File: src/rtl/uart_rx_deserializer.sv
// Purpose: asynchronous serial receiver, 8N1/8E1/8O1 frames reassembled into parallel bytes.
// Latency: rx_interrupt rises 2 sync + HALF + (DATA_WIDTH+1+PARITY_EN)*CLKS_PER_BIT + 1 cycles after the start edge.
// Backpressure: none; the one-cycle rx_interrupt must be latched downstream (flag register).
module uart_rx_deserializer #(
  parameter int CLKS_PER_BIT = 434,  // >= 4
  parameter int DATA_WIDTH   = 8,    // >= 2
  parameter int PARITY_EN    = 0,
  parameter int PARITY_ODD   = 0
) (
  input  logic                  clk,
  input  logic                  rst,
  input  logic                  rx,
  output logic [DATA_WIDTH-1:0] rx_data,
  output logic                  rx_interrupt,
  output logic                  parity_error,
  output logic                  framing_error,
  output logic                  busy
);

  localparam int CNT_W = (CLKS_PER_BIT > 1) ? $clog2(CLKS_PER_BIT) : 1;
  localparam int IDX_W = (DATA_WIDTH > 1) ? $clog2(DATA_WIDTH) : 1;

  // Last count of the half-bit start qualification and of a full bit period.
  localparam logic [CNT_W-1:0] HALF_M1  = CNT_W'(CLKS_PER_BIT / 2 - 1);
  localparam logic [CNT_W-1:0] BIT_M1   = CNT_W'(CLKS_PER_BIT - 1);
  localparam logic [IDX_W-1:0] LAST_IDX = IDX_W'(DATA_WIDTH - 1);
  localparam logic             HAS_PAR  = (PARITY_EN != 0);
  localparam logic             ODD_PAR  = (PARITY_ODD != 0);

  typedef enum logic [2:0] {
    S_IDLE      = 3'd0,
    S_START     = 3'd1,
    S_DATA      = 3'd2,
    S_PARITY    = 3'd3,
    S_STOP      = 3'd4,
    S_WAIT_HIGH = 3'd5
  } state_t;

  state_t                r_state;
  logic                  r_sync1;
  logic                  r_sync2;
  logic [CNT_W-1:0]      r_cnt;
  logic [IDX_W-1:0]      r_idx;
  logic [DATA_WIDTH-1:0] r_shift;
  logic                  r_perr;
  logic [DATA_WIDTH-1:0] r_rx_data;
  logic                  r_irq;
  logic                  r_perr_out;
  logic                  r_ferr_out;

  logic                  w_rx_s;
  logic                  w_bit_end;
  logic                  w_half_end;
  logic                  w_perr_now;

  assign w_rx_s     = r_sync2;
  assign w_bit_end  = (r_cnt == BIT_M1);
  assign w_half_end = (r_cnt == HALF_M1);
  // Parity check: data XOR received parity bit must equal the configured sense.
  assign w_perr_now = ((^r_shift) ^ w_rx_s) != ODD_PAR;

  // Two-flop synchronizer for the asynchronous line; resets to the idle level.
  always_ff @(posedge clk or posedge rst) begin
    if (rst) begin
      r_sync1 <= 1'b1;
      r_sync2 <= 1'b1;
    end else begin
      r_sync1 <= rx;
      r_sync2 <= r_sync1;
    end
  end

  // Frame FSM: start qualification, mid-bit sampling, result register and break hold-off.
  always_ff @(posedge clk or posedge rst) begin
    if (rst) begin
      r_state    <= S_IDLE;
      r_cnt      <= '0;
      r_idx      <= '0;
      r_shift    <= '0;
      r_perr     <= 1'b0;
      r_rx_data  <= '0;
      r_irq      <= 1'b0;
      r_perr_out <= 1'b0;
      r_ferr_out <= 1'b0;
    end else begin
      r_irq <= 1'b0;
      case (r_state)
        S_IDLE: begin
          if (!w_rx_s) begin
            r_state <= S_START;
            r_cnt   <= '0;
            r_perr  <= 1'b0;
          end
        end

        S_START: begin
          if (w_half_end) begin
            r_cnt   <= '0;
            r_idx   <= '0;
            // A line back high at mid start bit is a glitch, not a frame.
            r_state <= w_rx_s ? S_IDLE : S_DATA;
          end else begin
            r_cnt <= r_cnt + 1'b1;
          end
        end

        S_DATA: begin
          if (w_bit_end) begin
            r_cnt   <= '0;
            // LSB arrives first, so shifting in at the top leaves it at bit 0.
            r_shift <= {w_rx_s, r_shift[DATA_WIDTH-1:1]};
            if (r_idx == LAST_IDX) begin
              r_idx   <= '0;
              r_state <= HAS_PAR ? S_PARITY : S_STOP;
            end else begin
              r_idx <= r_idx + 1'b1;
            end
          end else begin
            r_cnt <= r_cnt + 1'b1;
          end
        end

        S_PARITY: begin
          if (w_bit_end) begin
            r_cnt   <= '0;
            r_perr  <= w_perr_now;
            r_state <= S_STOP;
          end else begin
            r_cnt <= r_cnt + 1'b1;
          end
        end

        S_STOP: begin
          if (w_bit_end) begin
            r_cnt      <= '0;
            r_rx_data  <= r_shift;
            r_perr_out <= r_perr;
            r_ferr_out <= ~w_rx_s;
            // Pulse even on error so the flag register always sees the frame.
            r_irq      <= 1'b1;
            r_state    <= w_rx_s ? S_IDLE : S_WAIT_HIGH;
          end else begin
            r_cnt <= r_cnt + 1'b1;
          end
        end

        S_WAIT_HIGH: begin
          // A held-low line (break) must not decode as back-to-back frames.
          if (w_rx_s) begin
            r_state <= S_IDLE;
          end
        end

        default: begin
          r_state <= S_IDLE;
          r_cnt   <= '0;
        end
      endcase
    end
  end

  assign rx_data       = r_rx_data;
  assign rx_interrupt  = r_irq;
  assign parity_error  = r_perr_out;
  assign framing_error = r_ferr_out;
  assign busy          = (r_state != S_IDLE);

endmodule

File: config.mk
export PLATFORM = sky130hd
export DESIGN_NAME = uart_rx_deserializer
export DESIGN_NICKNAME = d
export VERILOG_FILES = /design/src/rtl/uart_rx_deserializer.sv
export SDC_FILE = /design/constraint.sdc
export NUM_CORES = 1
export LEC_CHECK = 0
export BUFFER_PORTS_ARGS = -buffer_cell sky130_fd_sc_hd__buf_2
export CAP_MARGIN = 10
export CORE_AREA = 2 2 61 63
export CTS_CLUSTER_SIZE = 8
export DETAILED_ROUTE_END_ITERATION = 10
export DIE_AREA = 0 0 63 65
export HOLD_SLACK_MARGIN = 0.08
export PLACE_DENSITY = 0.73
export SLEW_MARGIN = 25
export SYNTH_ARGS = -nofsm -noshare
export SYNTH_HDL_FRONTEND = slang
export SYNTH_SLANG_ARGS = --single-unit
File: constraint.sdc
create_clock -name clk -period 5.01 [get_ports clk]
set_input_delay 1.503 -clock clk [delete_from_list [all_inputs] [get_ports clk]]
set_output_delay 1.503 -clock clk [all_outputs]
set_load 0.02 [all_outputs]
==> flow_metrics.py <==
metrics = {
    "worst_setup_path": {
        "crit_path_start": "r_state[1]",
        "crit_type": "reg2out",
        "timing.rr.start": "r_cnt[1]",
        "cp-end-kind": "output pin",
        "cp.required_ns": 3.51,
        "cp-start-kind": "register",
        "crit_path_max_fanout": 10,
        "cp.arrival_ns": 1.44,
    },
    "floorplan": {
        "core_area_um2": 3500,
        "dieArea_um2": 4100,
        "fp-row-count": 22,
        "die_w_um": 63,
        "die_h_um": 65,
        "initial_core_util_pct": 52.9,
        "io_pins": 15,
    },
    "drt": {
        "antenna_left": 0,
        "drc_errors": 0,
        "viasPerCell": 5.68,
        "met3_length_um": 100,
        "wl_per_cell_um": 15.4,
        "drt_first_iter_violations": 64,
        "wl_met2_um": 1710,
        "top_layer": "met4",
        "drt_wl_total_um": 3380,
        "first_pass_iters": 4,
        "vias": 1243,
        "wl_met1_um": 1490,
    },
    "final_layout": {
        "nets": 178,
        "area_delta_synth_final_pct": 10.8,
        "n_antenna_cell": 0,
        "drive_above_1_share_pct": 28.7,
    },
    "sta": {
        "tns_ns": 0,
        "setup_viol": 0,
        "relSlewSlack_pct": 41.3,
        "worstMarginPinSlew_ns": 0.881,
        "period_share_pct": 58.7,
        "hold_violations": 0,
        "rsz0062_at_grt": "false",
        "hold_ws_ns": 0.365,
        "slew_viol_final": 0,
        "fmax_mhz": 340,
        "fin_crit_ns": 2.94,
        "skew_ns": 0.0131,
    },
    "grt": {
        "grt_max_degree": 38,
        "grt_pass1_vias": 1228,
        "antenna_found_initial": 0,
        "overflow": 0,
        "grt_pass1_wl_um": 5840,
        "track_usage_pct": 19.1,
    },
    "synth": {
        "synth_cell_type_count": 45,
        "synth_nets": 163,
        "async_flop_share_pct": 100,
        "ys_ff_latch": 37,
        "dominantRegCellSynth": "dfrtp_1",
        "ys_top_cells_by_area": "dfrtp_1, mux2_2, ha_1, dfstp_2, a221o_1",
        "ys.warnings.count": 0,
        "ys_top_cells_by_count": "dfrtp_1, mux2_2, nand2_1",
        "syn_avg_cell_area_um2": 11.9,
        "synth-edff-count": 0,
        "yosysMostFrequentCell": "dfrtp_1",
        "synth_top_area_share_pct": 47.4,
        "synth_area_um2": 1850,
        "syn_inst": 155,
        "synth_top_area_cell": "dfrtp_1",
        "yosysSeqAreaShare_pct": 50.2,
    },
    "clocking": {
        "cts.sinks": 37,
        "ctsResizeCount": 0,
        "clockRootBuffer": "clkbuf_4",
        "cts_inserted_buffers": 5,
        "postCtsHoldBufs": 0,
        "h-tree-depth": 2,
        "cts_tree": "built",
        "cts.path.max_buffers": 2,
        "clock_latency_ns": 0.36,
        "clkSlewWorstSetupHoldPaths_ns": 0.12,
        "post_cts_buffers": 0,
    },
    "pwr": {
        "power_density_nw_per_um2": 257,
        "power.static_leakage_uw": 0.000999,
        "vdd_ir_drop_max_uv": 205,
    },
    "place": {
        "routabilityCongestion": 0.846,
        "portBuffers": 14,
        "hpwl_um": 2350,
    },
    "min_path": {
        "hp-start": "r_sync1",
        "min_path_type": "reg2reg",
    },
    "run_status": {
        "outcome": "completed",
    },
    "run": {
        "cap_viol_max_count": 0,
    },
}
==> kinds of logic after synthesis <==
logic type | after synthesis | share of synthesized area (%)
buffers and inverters | 14 | 2.98
muxes | 20 | 12.1
xor gates and xnor gates | 8 | 4.54
and+or+nand+nor | 42 | 13.7
AOI/OAI and AO/OA | 29 | 13.1
adders and majority gates | 5 | 3.39
DFF | 37 | 50.2
==> worst paths after layout <==
check	endpoint	slack [ns]	depth (start not counted)
max	busy	2.07	2
min	r_sync2	0.37	0
max in group asynchronous	r_sync2	3.44	3
max reg2reg	r_idx[1]	2.72	6
min in group asynchronous	framing_error	1.22	3
min reg2reg	r_sync2	0.37	0
==> flip-flops by register name, indices dropped and copies added (netlist names), 3 cells and up <==
| register | cells |
|---|---|
| r_cnt | 9 |
| r_idx | 3 |
| r_shift | 8 |
| r_state | 3 |
| rx_data | 8 |
==> through the flow <==
| step | cell area (um2) | worst slack, ns | utilization, % | instances | power [uW] |
|---|---|---|---|---|---|
| 2_1_floorplan | 1850 | 2.54 | - | 155 | 313 |
| 3_3_place_gp | 1960 | 2.49 | 56.0 | 211 | 316 |
| 3_5_place_dp | 1960 | 2.47 | 56.0 | 211 | 316 |
| 4_1_cts | 2040 | 2.06 | 58.4 | 219 | 529 |
| 5_1_grt | 2050 | 1.99 | 58.6 | 219 | 546 |
| 6_report | 2050 | 2.07 | 58.6 | 219 | 526 |
==> worst max-delay path: stages (launching register included) <==
cell	delay, ns
dfrtp_1	0.49
or3_1	0.42
buf_2	0.17
==> final cells by class <==
type	count	area [um2]
Tap cell	48	60.1
Sequential cell	37	928
Clock inverter	3	46.3
Multi-Input combinational cell	104	871
Timing Repair Buffer	15	77.6
Fill cell	314	1450
Clock buffer	5	37.5
Inverter	7	26.3
==> power by group <==
part	internal, uW	switching, uW	leakage (uW)
logic	2.56	6.20	0.000462
clock network	106	110	0.0000414
registers	300	1.06	0.000495
total	408	117	0.000999
==> cells in the final DEF (no fill, tap or decap), types with 4 or more instances in the layout <==
cell type and n:
a221o_1 5, ha_1 5, a22o_1 4, mux2_2 17
nand2_1 8, nand3_1 5, a21oi_1 5, inv_1 7
dfrtp_1 35, buf_2 14, nor2_1 5, clkbuf_4 5
xnor2_1 4
==> metal layers <==
| layer | vias to the layer above | global-route usage, % |
|---|---|---|
| met5 | - | 0 |
| met4 | 0 | 9.17 |
| met3 | 7 | 4.69 |
| met2 | 19 | 31.8 |
| met1 | 625 | 23.2 |
| li1 | 592 | - |
Note: power is estimated with default switching activity, not from simulation.
